## src/rtl/crop_downsample_stream.sv

```systemverilog
// Crop + decimate stage: samples every SX-th pixel of every SY-th line inside a window, buffered in a small FIFO.
// Optional build macro CROP_INVERT_EN: emit inverted, MSB-aligned samples instead of zero-extended ones.
module crop_downsample_stream #(
   parameter int PIX_W      = 12,
   parameter int OUT_DW     = 16,
   parameter int IMG_W      = 640,
   parameter int IMG_H      = 480,
   parameter int X0         = 27,
   parameter int Y0         = 17,
   parameter int SX         = 21,
   parameter int SY         = 16,
   parameter int OUT_W      = 28,
   parameter int OUT_H      = 28,
   parameter int FIFO_DEPTH = 4
) (
   input  logic                                 iCLK,
   input  logic                                 iRST,
   input  logic                                 iSOF,
   input  logic                                 iDVAL,
   input  logic [PIX_W-1:0]                     iDATA,
   output logic                                 oVAL,
   input  logic                                 iRDY,
   output logic [OUT_DW-1:0]                    oDATA,
   output logic [$clog2(OUT_W*OUT_H)-1:0]       oIDX,
   output logic                                 oDONE,
   output logic                                 oOVF
);
   localparam int TOTAL = OUT_W * OUT_H;
   localparam int IW    = $clog2(TOTAL);
   localparam int XW    = (IMG_W > 1) ? $clog2(IMG_W) : 1;
   localparam int YW    = (IMG_H > 1) ? $clog2(IMG_H) : 1;
   localparam int PXW   = $clog2(SX + 1);
   localparam int PYW   = $clog2(SY + 1);
   localparam int AW    = $clog2(FIFO_DEPTH);
   localparam int CW    = AW + 1;

   localparam logic [XW-1:0]  X_FIRST  = XW'(X0);
   localparam logic [XW-1:0]  X_END    = XW'(X0 + SX*(OUT_W-1));
   localparam logic [XW-1:0]  X_LAST   = XW'(IMG_W - 1);
   localparam logic [YW-1:0]  Y_FIRST  = YW'(Y0);
   localparam logic [YW-1:0]  Y_END    = YW'(Y0 + SY*(OUT_H-1));
   localparam logic [YW-1:0]  Y_LAST   = YW'(IMG_H - 1);
   localparam logic [PXW-1:0] PX_LAST  = PXW'(SX - 1);
   localparam logic [PYW-1:0] PY_LAST  = PYW'(SY - 1);
   localparam logic [IW-1:0]  IDX_LAST = IW'(TOTAL - 1);
   localparam logic [CW-1:0]  FULL     = CW'(FIFO_DEPTH);
   localparam logic [CW-1:0]  ONE      = CW'(1);

   generate
      if (X0 + SX*(OUT_W-1) >= IMG_W) begin : g_chk_x
         $error("crop window exceeds IMG_W");
      end
      if (Y0 + SY*(OUT_H-1) >= IMG_H) begin : g_chk_y
         $error("crop window exceeds IMG_H");
      end
      if (OUT_DW < PIX_W) begin : g_chk_w
         $error("OUT_DW must be >= PIX_W");
      end
   endgenerate

   typedef enum logic [1:0] {CAPTURE, DRAIN, DONE} state_t;
   state_t state, state_nxt, st_eff;

   logic [XW-1:0]     x, cx, x_adv;
   logic [YW-1:0]     y, cy, y_adv;
   logic [PXW-1:0]    phx, cphx, phx_adv;
   logic [PYW-1:0]    phy, cphy, phy_adv;
   logic [AW-1:0]     rd, wr, rd_eff, wr_eff;
   logic [CW-1:0]     cnt, cnt_eff;
   logic [IW-1:0]     idx, idx_eff, cap, cap_eff;
   logic              ovf, ovf_eff;
   logic              x_last, y_last, in_win, sample, last_cap, pop, push, drop;
   logic [OUT_DW-1:0] din;
   logic [OUT_DW-1:0] mem [FIFO_DEPTH];

   // iSOF acts on this cycle's view of all state, so a pixel alongside it is (0,0)
   always_comb begin
      cx      = iSOF ? '0 : x;
      cy      = iSOF ? '0 : y;
      cphx    = iSOF ? '0 : phx;
      cphy    = iSOF ? '0 : phy;
      rd_eff  = iSOF ? '0 : rd;
      wr_eff  = iSOF ? '0 : wr;
      cnt_eff = iSOF ? '0 : cnt;
      idx_eff = iSOF ? '0 : idx;
      cap_eff = iSOF ? '0 : cap;
      ovf_eff = iSOF ? 1'b0 : ovf;
      st_eff  = iSOF ? CAPTURE : state;

      x_last  = (cx == X_LAST);
      y_last  = (cy == Y_LAST);
      x_adv   = x_last ? '0 : cx + 1'b1;
      phx_adv = (x_adv == X_FIRST) ? '0 : ((cphx == PX_LAST) ? '0 : cphx + 1'b1);
      y_adv   = cy;
      phy_adv = cphy;
      if (x_last) begin
         y_adv   = y_last ? '0 : cy + 1'b1;
         phy_adv = (y_adv == Y_FIRST) ? '0 : ((cphy == PY_LAST) ? '0 : cphy + 1'b1);
      end

      in_win   = (cx >= X_FIRST) && (cx <= X_END) && (cy >= Y_FIRST) && (cy <= Y_END) &&
                 (cphx == '0) && (cphy == '0);
      sample   = iDVAL && in_win && (st_eff == CAPTURE);
      last_cap = sample && (cap_eff == IDX_LAST);
      pop      = (cnt != '0) && iRDY && !iSOF;
      // a pop in the same cycle frees the slot for a capture into a full FIFO
      push     = sample && ((cnt_eff != FULL) || pop);
      drop     = sample && !push;
   end

`ifdef CROP_INVERT_EN
   logic [PIX_W-1:0] pix_inv;
   always_comb begin
      pix_inv = ~iDATA;
      din     = OUT_DW'(pix_inv) << (OUT_DW - PIX_W);
   end
`else
   always_comb din = OUT_DW'(iDATA);
`endif

   always_ff @(posedge iCLK or negedge iRST) begin
      if (!iRST) state <= CAPTURE;
      else       state <= state_nxt;
   end

   always_comb begin
      state_nxt = st_eff;
      oDONE     = 1'b0;
      case (st_eff)
         CAPTURE: if (last_cap) state_nxt = DRAIN;
         DRAIN:   if (pop && (cnt == ONE)) begin
            state_nxt = DONE;
            oDONE     = 1'b1;
         end
         DONE:    if (iDVAL && x_last && y_last) state_nxt = CAPTURE;
         default: state_nxt = CAPTURE;
      endcase
   end

   always_ff @(posedge iCLK or negedge iRST) begin
      if (!iRST) begin
         x   <= '0;
         y   <= '0;
         phx <= '0;
         phy <= '0;
         rd  <= '0;
         wr  <= '0;
         cnt <= '0;
         idx <= '0;
         cap <= '0;
         ovf <= 1'b0;
         for (int i = 0; i < FIFO_DEPTH; i++) mem[i] <= '0;
      end else begin
         if (iDVAL) begin
            x   <= x_adv;
            y   <= y_adv;
            phx <= phx_adv;
            phy <= phy_adv;
         end else begin
            x   <= cx;
            y   <= cy;
            phx <= cphx;
            phy <= cphy;
         end
         rd  <= rd_eff + AW'(pop);
         wr  <= wr_eff + AW'(push);
         cnt <= cnt_eff + CW'(push) - CW'(pop);
         // dropped samples still advance the capture count
         cap <= last_cap ? '0 : cap_eff + IW'(sample);
         idx <= oDONE ? '0 : idx_eff + IW'(pop);
         ovf <= ovf_eff | drop;
         if (push) mem[wr_eff] <= din;
      end
   end

   assign oVAL  = (cnt != '0);
   assign oDATA = mem[rd];
   assign oIDX  = idx;
   assign oOVF  = ovf;

endmodule

```

## config.mk

```make
export PLATFORM = sky130hd
export DESIGN_NAME = crop_downsample_stream
export DESIGN_NICKNAME = d
export VERILOG_FILES = /design/src/rtl/crop_downsample_stream.sv
export SDC_FILE = /design/constraint.sdc
export NUM_CORES = 1
export LEC_CHECK = 0
export ABC_AREA = 1
export CORE_MARGIN = 3
export CORE_UTILIZATION = 40
export DETAILED_ROUTE_END_ITERATION = 7
export PLACE_DENSITY = 0.6
export SLEW_MARGIN = 5
export SYNTH_ARGS = -nofsm -noshare
export SYNTH_HDL_FRONTEND = slang
export SYNTH_SLANG_ARGS = --single-unit
export TNS_END_PERCENT = 1
```

## constraint.sdc

```tcl
create_clock -name iCLK -period 3.6 [get_ports iCLK]
set_input_delay 0.36 -clock iCLK [delete_from_list [all_inputs] [get_ports iCLK]]
set_output_delay 0.36 -clock iCLK [all_outputs]
set_load 0.05 [all_outputs]
```

After elaboration in Yosys (flattened, before gate mapping) --
Cells that the tools add are included.
Word-level totals: output and inout bits 29, word-level logic and storage cells 106, bits in registers 123, bits of input ports 17
Cells by class: bitwise logic cells 3, add/subtract/negate cells 10, eq/ne operators 11, mux-type cells 37, magnitude comparators 7, reductions and logical operators 23
Operators by type and width (count):
- $mux 10 | 7
- $bwmux 64 | 1
- $mux 16 | 3
- $mux 5 | 9
- $mux 9 | 4
- $bmux 16 s2 | 1
- $demux 16 s2 | 1
- $add 10x1->10 | 2
- $eq 10x10->1 const B | 2
- $logic_and 1x1->1 | 16
- $mux 2 | 6
- $add 10x1->10 const B | 1
- $add 5x1->5 const B | 2
- $eq 10x5->1 const B | 1
- $ge 10x5->1 const B | 1
- $le 10x10->1 const B | 1
- $logic_not 5->1 | 2
- $add 9x1->9 const B | 1
- $eq 9x5->1 const B | 1
- $eq 9x9->1 const B | 1
- $ge 9x5->1 const B | 1
- $le 9x9->1 const B | 1
- $ge 3x3->1 const B | 2
- $not 2->3 | 2
- other kinds (18) | 22

Longest topological paths before layout --
Gate-level depths: netlist (run 1).
depth after elaboration 13, mapped depth 24, depth with buffers taken out 22

Worst setup path before layout (run 1) --
Ideal clock, no wire load.
kind input-to-reg, start point in iSOF, end point reg cnt[2], stages on the path 20, path slack 0.147 ns, buffers on the path 4, data arrival time 3.329 ns, library setup time 0.124 ns, data required time 3.476 ns, path through buf_2 > buf_1 > buf_1 > nor2_1 > inv_1 > ha_1 > nand3_1 > nor2_1 > nand4_1 > nor2_1 > nand3_1 > nor2_4 > buf_4 > nand2_1 > ha_1 > inv_1 > ha_1 > inv_1 > fa_1 > xnor2_1
Between the ends: longest elaborated chain between the ends 12, elaborated cells on any way between the ends 27, those cells by class add/sub (2); order compare (4); eq/ne (1); mux (6); reduce/logical (14)
RTL lines:
- start, declared | RTL line 18 | input logic iSOF,
- $mux 10 | RTL line 78 | cx = iSOF ? '0 : x;
- $ge 10x5->1 / $le 10x10->1 (equally long branches) | RTL line 101 | in_win = (cx >= X_FIRST) && (cx <= X_END) && (cy >= Y_FIRST) && (cy <= Y_END) &&
- $logic_and 1x1->1 (4 in series) | RTL line 101
- $logic_and 1x1->1 | RTL line 102 | (cphx == '0) && (cphy == '0);
- $logic_and 1x1->1 (2 in series) | RTL line 103 | sample = iDVAL && in_win && (st_eff == CAPTURE);
- $logic_and 1x1->1 | RTL line 107 | push = sample && ((cnt_eff != FULL) || pop);
- $add 3x1->3 | RTL line 167 | cnt <= cnt_eff + CW'(push) - CW'(pop);
- $sub 3x1->3 (*) | RTL line 167
- end signal, assigned | RTL line 167
- end, declared | RTL line 69 | logic [CW-1:0] cnt, cnt_eff;
Mark *: on every way between the ends. The rest lies on a longest branch, timed or not. A chain may end at the register's enable or synchronous reset.

Worst setup path after layout (run 1) --
start point in iSOF, end point reg cap[9]
Between the ends: longest elaborated chain between the ends 11, elaborated cells on any way between the ends 24, those cells by class add/sub (1); order compare (4); eq/ne (1); mux (7); reduce/logical (11)
RTL lines:
- $mux 10 | RTL line 78
- $ge 10x5->1 / $le 10x10->1 (equally long branches) | RTL line 101
- $logic_and 1x1->1 (4 in series) | RTL line 101
- $logic_and 1x1->1 | RTL line 102
- $logic_and 1x1->1 (2 in series) | RTL line 103
- $add 10x1->10 / $logic_and 1x1->1 (equally long branches) | RTL line 169, 104
- $mux 10 (*) | RTL line 169 | cap <= last_cap ? '0 : cap_eff + IW'(sample);
- end signal, assigned | RTL line 169
- end, declared | RTL line 70 | logic [IW-1:0] idx, idx_eff, cap, cap_eff;
Marks and branches as above.

==> run_results.csv, run 1 <==
group,metric,value,unit
setup_path,setup.worst_path.end_class,"register",
global_routing,use_met1,26.18,%
clock_tree,clock_path_buffers,2,
setup_path,path_common_cell,"nand2_1",
global_routing,use_met3,3.684,%
job,cap_violations,0,
global_routing,antenna_found_initial,0,
setup_path,critical_path.cell_chain,"clkdlybuf4s50_1 -> inv_2 -> nand2_1 -> inv_1 -> ha_1 -> nand2_1 -> nor2_1 -> nand3_1 -> nand2_1 -> nand2_1 -> nand2_1 -> nand3_1 -> nor2_4 -> ha_1 -> inv_1 -> nor2_1 -> nand2_1 -> nor3_1 -> nand3_1 -> xnor2_1 -> inv_1 -> nand2_1 -> inv_1",
synthesis,ys_seq_area_share,43.54,%
power,powerDensity,442.7,mW/mm^2
setup_path,r2r_start,"x[1]",
die,die-area,0.01690,mm^2
global_routing,grt_pass1_wl,25.39,mm
setup_path,worstPathMaxFanout,17,
sta,setup_viol,0,
synthesis,yosys_warnings,0,
clock_tree,ctsHoldBuffers,0,
clock_tree,cts_max_level,3,
place,placedInstanceArea,0.006780,mm^2
final_layout,n_antenna_cell,0,
global_routing,overflow,0,
final_layout,design_area,0.007073,mm^2
synthesis,avgSynthCellArea,7.330,um^2
die,core_area,0.01481,mm^2
sta,slew_headroom,49.46,%
setup_path,cp_slowest_stage_delay,0.44,ns
global_routing,grt_usage,18.50,%
sta,post-route-period-util,84.93,%
sta,skew,0.01167,ns
route,wire_per_inst,13.93,um
outcome,outcome,"finished clean",
sta,setup_tns,0,ns
final_layout,area_growth,15.02,%
setup_path,crit_type,"in2reg",
power,p_leak,3.663,nW
clock_tree,path_clk_slew,0.08,ns
setup_path,cp_slowest_cell,"clkdlybuf4s50_1",
route,drc_errors,0,
die,num_rows,44,
synthesis,ys_seq_elements,107,
sta,worst_pin_slew,0.7572,ns
clock_tree,ctsRootBufferMaster,"clkbuf_16",
final_layout,drive_gt1_share,5.995,%
global_routing,grt_use_met2,29.42,%
place,place.gp.congestion,0.8688,
clock_tree,cts-buffers-inserted,9,
die,die_w,130.0,um
sta,whs,0.01379,ns
setup_path,start_kind,"input pin",
clock_tree,cts_resized,0,
sta,fmax,0.3271,GHz
setup_path,arrival,3.30,ns
synthesis,syn_inst,839,
setup_path,cp-startpoint,"iSOF",
route,ant_nets,0,
sta,maxSlewViolCount,0,
sta,min_period,3.057,ns
setup_path,regToRegSetupSlack,0.88,ns
synthesis,netlist_area,0.006150,mm^2
route,vias_per_cell,5.175,
synthesis,ys_types,33,
hold_path,hold_class,"in2async",
clock_tree,post-cts-setup-buffers,0,
clock_tree,cts_tree,"yes",
global_routing,busiest_layer,"met2",
power,ir_drop,0.0002505,V
die,fp.dieH,130.0,um
final_layout,instances_no_fill,1068,
place,dp_hpwl,10.34,mm
route,vias,5527,
place,dp.cells,1052,
route,postRouteWirelength,14.88,mm
sta,rsz0062_at_grt,"false",
global_routing,grt_pass1_vias,5124,
clock_tree,clock_latency,0.35,ns
global_routing,grt_max_degree,54,
place,place.port_buffers,41,
power,power,3.131,mW
die,initial_core_util,41.53,%
route,initialDrtViolationCount,338,
setup_path,reg2regPathDepth,19,
final_layout,layout.nets,913,
sta,finalHoldViolCount,0,
route,first_pass_iters,5,
die,ios,46,
setup_path,crit_required,3.84,ns
clock_tree,cts_num_sinks,107,
[final cells by class]
type	instances	area, um^2
Clock buffer	11	232.7
Clock inverter	5	60.06
Fill cell	1482	7736
Inverter	94	352.8
Multi-Input combinational cell	601	2914
Sequential cell	107	2678
Tap cell	184	230.2
Timing Repair Buffer	66	605.6
[worst paths after layout]
| check | end |
|---|---|
| min in group iCLK | mem[24] |
| worst max register to register | cap[9] |
| worst max-delay path | cap[9] |
| worst min-delay path | mem[0] |
| worst min register to register | mem[24] |
| max in group asynchronous | mem[43] |
[flip-flops by register name (all words and copies together) (netlist names)]
signal / cells
x: 10
oOVF: 1
state: 2
cap: 10
phy: 5
wr: 2
phx: 5
oIDX: 10
y: 9
rd: 2
cnt: 3
mem: 48
[logic make-up after synthesis]
logic type / Yosys count / synth area share [%]
AND/OR/NAND/NOR: 476 / 33.53
buffers and inverters: 134 / 9.339
flip-flops: 107 / 43.54
AO/OA/AOI/OAI: 88 / 7.671
adder cells (fa/ha/maj): 17 / 3.581
XOR/XNOR: 16 / 2.279
other: 1 / 0.06098
[metal layers]
layer | vias to the layer above | part of all wire, %
met1 | 2577 | 49
met3 | 9 | 4.6
li1 | 2803 | -
met4 | 0 | 0.74
met2 | 138 | 46
met5 | - | 0
[critical path, delay by kind of cell]
family                   cells  cell delay [ns]
XOR/XNOR                     1             0.16
adder cells (fa/ha/maj)      2             0.36
buffers and inverters        6             0.95
AND/OR/NAND/NOR             14             1.47
[where the power goes]
group          leakage, nW  internal (mW)  switching [mW]  total (mW)
Clock                0.141          0.545           0.461        1.01
Combinational         2.04          0.263           0.608       0.871
Sequential            1.48           1.23          0.0208        1.25
[cell usage after synthesis]
| master | count | area (um^2) |
|---|---|---|
| conb_1 | 1 | 3.750 |
| xor2_1 | 9 | 78.83 |
| inv_1 | 91 | 341.6 |
| buf_6 | 1 | 11.26 |
| nor3_1 | 14 | 70.07 |
| a2bb2oi_1 | 1 | 8.760 |
| ha_1 | 16 | 200.2 |
| clkinv_1 | 1 | 3.750 |
| buf_4 | 16 | 120.1 |
| a21oi_1 | 7 | 35.03 |
| buf_1 | 3 | 11.26 |
| a21boi_0 | 2 | 15.01 |
| or2_2 | 1 | 6.260 |
| nor2_4 | 1 | 11.26 |
| inv_2 | 2 | 7.510 |
| nand3_1 | 49 | 245.2 |
| nand3_2 | 4 | 40.04 |
| a31oi_1 | 1 | 6.260 |
| a22oi_1 | 1 | 7.510 |
| buf_2 | 3 | 15.01 |
| nand2_2 | 2 | 12.51 |
| o22ai_1 | 13 | 81.33 |
| nand2_1 | 231 | 867.1 |
| nor3_2 | 1 | 10.01 |
| o21ai_0 | 62 | 310.3 |
| xnor2_1 | 7 | 61.31 |
| nor2_1 | 113 | 424.2 |
| fa_1 | 1 | 20.02 |
| o31ai_1 | 1 | 7.510 |
| nand4_1 | 59 | 369.1 |
| nor4_1 | 1 | 6.260 |
| dfrtp_1 | 107 | 2678 |
| clkbuf_1 | 17 | 63.81 |
[through the flow]
step                setup WS (ns)  util, %
finish                     0.5427    47.76
global route               0.1489    47.76
CTS                        0.5660    47.76
detailed placement         0.1984    45.78
global placement           0.2339    45.78
floorplan                  0.1471        -
[layout by cell type, fill, tap and decap left out, drive strengths merged, types with 2 or more instances in the layout]
| master | synthesis | layout |
|---|---|---|
| nand2 | 233 | 233 |
| clkinv | 1 | 2 |
| xor2 | 9 | 9 |
| conb | 1 | 4 |
| xnor2 | 7 | 7 |
| nand4 | 59 | 59 |
| a21oi | 7 | 7 |
| ha | 16 | 16 |
| nand3 | 53 | 53 |
| a21boi | 2 | 2 |
| nor3 | 15 | 15 |
| buf | 23 | 27 |
| o22ai | 13 | 13 |
| nor2 | 114 | 114 |
| o21ai | 62 | 62 |
| dfrtp | 107 | 107 |
| inv | 93 | 95 |
| clkbuf | 17 | 11 |
| clkdlybuf4s50 | 0 | 39 |
Note: power is estimated with default switching activity, not from simulation.
==> run 2, diff against run 1 <==
--- a/config.mk
+++ b/config.mk
@@ -9,7 +9,7 @@
 export CORE_MARGIN = 3
 export CORE_UTILIZATION = 40
 export DETAILED_ROUTE_END_ITERATION = 7
-export PLACE_DENSITY = 0.6
+export PLACE_DENSITY = 0.62
 export SLEW_MARGIN = 5
 export SYNTH_ARGS = -nofsm -noshare
 export SYNTH_HDL_FRONTEND = slang
==> constraint.sdc (replaced) <==
create_clock -name iCLK -period 2.8 [get_ports iCLK]
set_input_delay 0.28 -clock iCLK [delete_from_list [all_inputs] [get_ports iCLK]]
set_output_delay 0.28 -clock iCLK [all_outputs]
set_load 0.05 [all_outputs]
==> run_results.csv, run 2 (synthesized netlist as in run 1, its figures left out) <==
group,metric,value,unit
clock_tree,cts-buffers-inserted,9,
route,first_pass_iters,5,
power,p_sw_share,36.23,%
place,dp.cells,1120,
die,num_rows,44,
sta,slew_headroom,38.63,%
setup_path,cp_slowest_stage_delay,0.52,ns
final_layout,largest-register,"mem",
final_layout,drive_gt1_share,15.22,%
route,vias,5737,
final_layout,layout.nets,982,
final_layout,area_growth,24.15,%
sta,fmax,0.3867,GHz
sta,post-route-period-util,92.37,%
sta,worst_pin_slew,0.9110,ns
die,die_w,130.0,um
hold_path,hold_class,"reg2reg",
final_layout,n_antenna_cell,0,
setup_path,path_common_cell,"inv_1",
setup_path,crit_type,"reg2reg",
route,wire_per_inst,13.88,um
die,ios,46,
die,initial_core_util,41.53,%
global_routing,overflow,0,
sta,whs,0.4715,ns
global_routing,grt_pass1_vias,5579,
route,initialDrtViolationCount,339,
power,p_sw,1.436,mW
setup_path,start_kind,"register",
clock_tree,path_clk_slew,0.07,ns
outcome,outcome,"finished clean",
setup_path,setup.worst_path.end_class,"register",
power,powerDensity,519.1,mW/mm^2
clock_tree,cts_tree,"yes",
route,ant_nets,0,
power,p_comb_share,27.9,%
route,routed-wl-met2,7.409,mm
place,place.gp.congestion,0.8637,
sta,rsz0062_at_grt,"false",
sta,finalHoldViolCount,0,
global_routing,grt_usage,19.85,%
setup_path,crit_family,"adder cells",
die,core_area,0.01481,mm^2
die,fp.dieH,130.0,um
final_layout,final_cell_mix,"230 x nand2_1, 108 x nor2_1, 107 x dfrtp_1, 104 x buf_4, 91 x inv_1",
power,ir_drop,0.0003656,V
final_layout,design_area,0.007635,mm^2
setup_path,crit_required,3.06,ns
sta,setup_viol,0,
route,vias_per_cell,5.046,
sta,min_period,2.586,ns
route,drt-met1-wl,7.574,mm
route,dr.max_layer_used,"met4",
power,seqPwrFrac,40.8,%
sta,maxSlewViolCount,0,
power,clkPwrFrac,31.2,%
clock_tree,clock_latency,0.36,ns
sta,skew,0.01017,ns
final_layout,instances_no_fill,1137,
clock_tree,clock_path_buffers,2,
route,met3_length,574,um
clock_tree,cts_num_sinks,107,
setup_path,worstPathMaxFanout,4,
final_layout,final_common_cell,"nand2_1",
clock_tree,cts_max_level,3,
route,postRouteWirelength,15.79,mm
setup_path,critical_path.cell_chain,"inv_1 -> nor2_1 -> inv_1 -> ha_1 -> nand3_1 -> nor2_2 -> nand4_1 -> nor2_2 -> nand3_2 -> nor2_4 -> nand2_1 -> ha_1 -> inv_1 -> ha_1 -> inv_1 -> fa_2 -> inv_1",
setup_path,cp_num_buf_inv,5,
place,place.port_buffers,41,
route,drc_errors,0,
power,p_int,2.527,mW
global_routing,grt_max_degree,54,
job,cap_violations,0,
global_routing,grt_pass1_wl,27.20,mm
place,placedInstanceArea,0.007308,mm^2
final_layout,largest_reg_flops,48,
clock_tree,ctsRootBufferMaster,"clkbuf_16",
setup_path,arrival,2.84,ns
die,die-area,0.01690,mm^2
place,dp_hpwl,11.03,mm
clock_tree,post-cts-setup-buffers,0,
power,p_leak,4.010,nW
setup_path,cp_slowest_cell,"fa_2",
global_routing,antenna_found_initial,0,
[run 2: final timing paths]
check	depth (start not counted)	end	from	slack [ns]
max	17	cnt[1]	phy[1]	0.21
max reg2reg	17	cnt[1]	phy[1]	0.21
min reg2reg	2	mem[23]	mem[23]	0.47
min	2	mem[23]	mem[23]	0.47
min in group asynchronous	2	oIDX[4]	iRST	0.50
max in group asynchronous	3	mem[36]	iRST	1.46
[run 2: routing by layer]
metal | GRT usage (%) | up-vias
li1 | - | 2928
met1 | 27.60 | 2674
met2 | 32.24 | 119
met3 | 3.316 | 16
met4 | 5.440 | 0
met5 | 0 | -
[run 2: worst min-delay path, delay by kind of cell, from the launching register on]
family | cells | cell delay [ns]
DFF | 1 | 0.35
and+or+nand+nor | 2 | 0.09
[run 2: timing repair]
action,CTS,global route
endpoints found under the hold margin,47,0
setup endpoints to repair,3,4
pin swaps,1,3
hold buffers,1,0
cloned,0,0
gates resized for setup,5,7
[run 2: stage by stage]
step / setup TNS (ns) / power, mW / utilization [%] / worst slack [ns]
2_1_floorplan: -0.7411 / 2.395 / - / -0.2664
3_3_place_gp: -11.37 / 2.755 / 49.35 / -0.4036
3_5_place_dp: -12.32 / 2.750 / 49.35 / -0.4380
4_1_cts: 0 / 4.000 / 51.39 / 0.1366
5_1_grt: 0 / 4.162 / 51.55 / 0.0004476
6_report: 0 / 3.963 / 51.55 / 0.2138
[run 2: area by class of cell]
class                      count  area, um^2
clock inverter                 5       47.55
multi-input combinational    601        2972
timing repair buffer         135        1120
fill                        1422        7174
clock buffer                  11       232.7
sequential                   107        2678
inverter                      94       355.3
tap                          184       230.2
[run 2: power by group through the flow]
stage | Sequential (mW) | Combinational (mW) | Clock, mW
floorplan | 1.67 | 0.725 | 0
global placement | 1.65 | 1.11 | 0
detailed placement | 1.65 | 1.10 | 0
CTS | 1.62 | 1.11 | 1.28
global route | 1.62 | 1.20 | 1.34
finish | 1.62 | 1.11 | 1.24
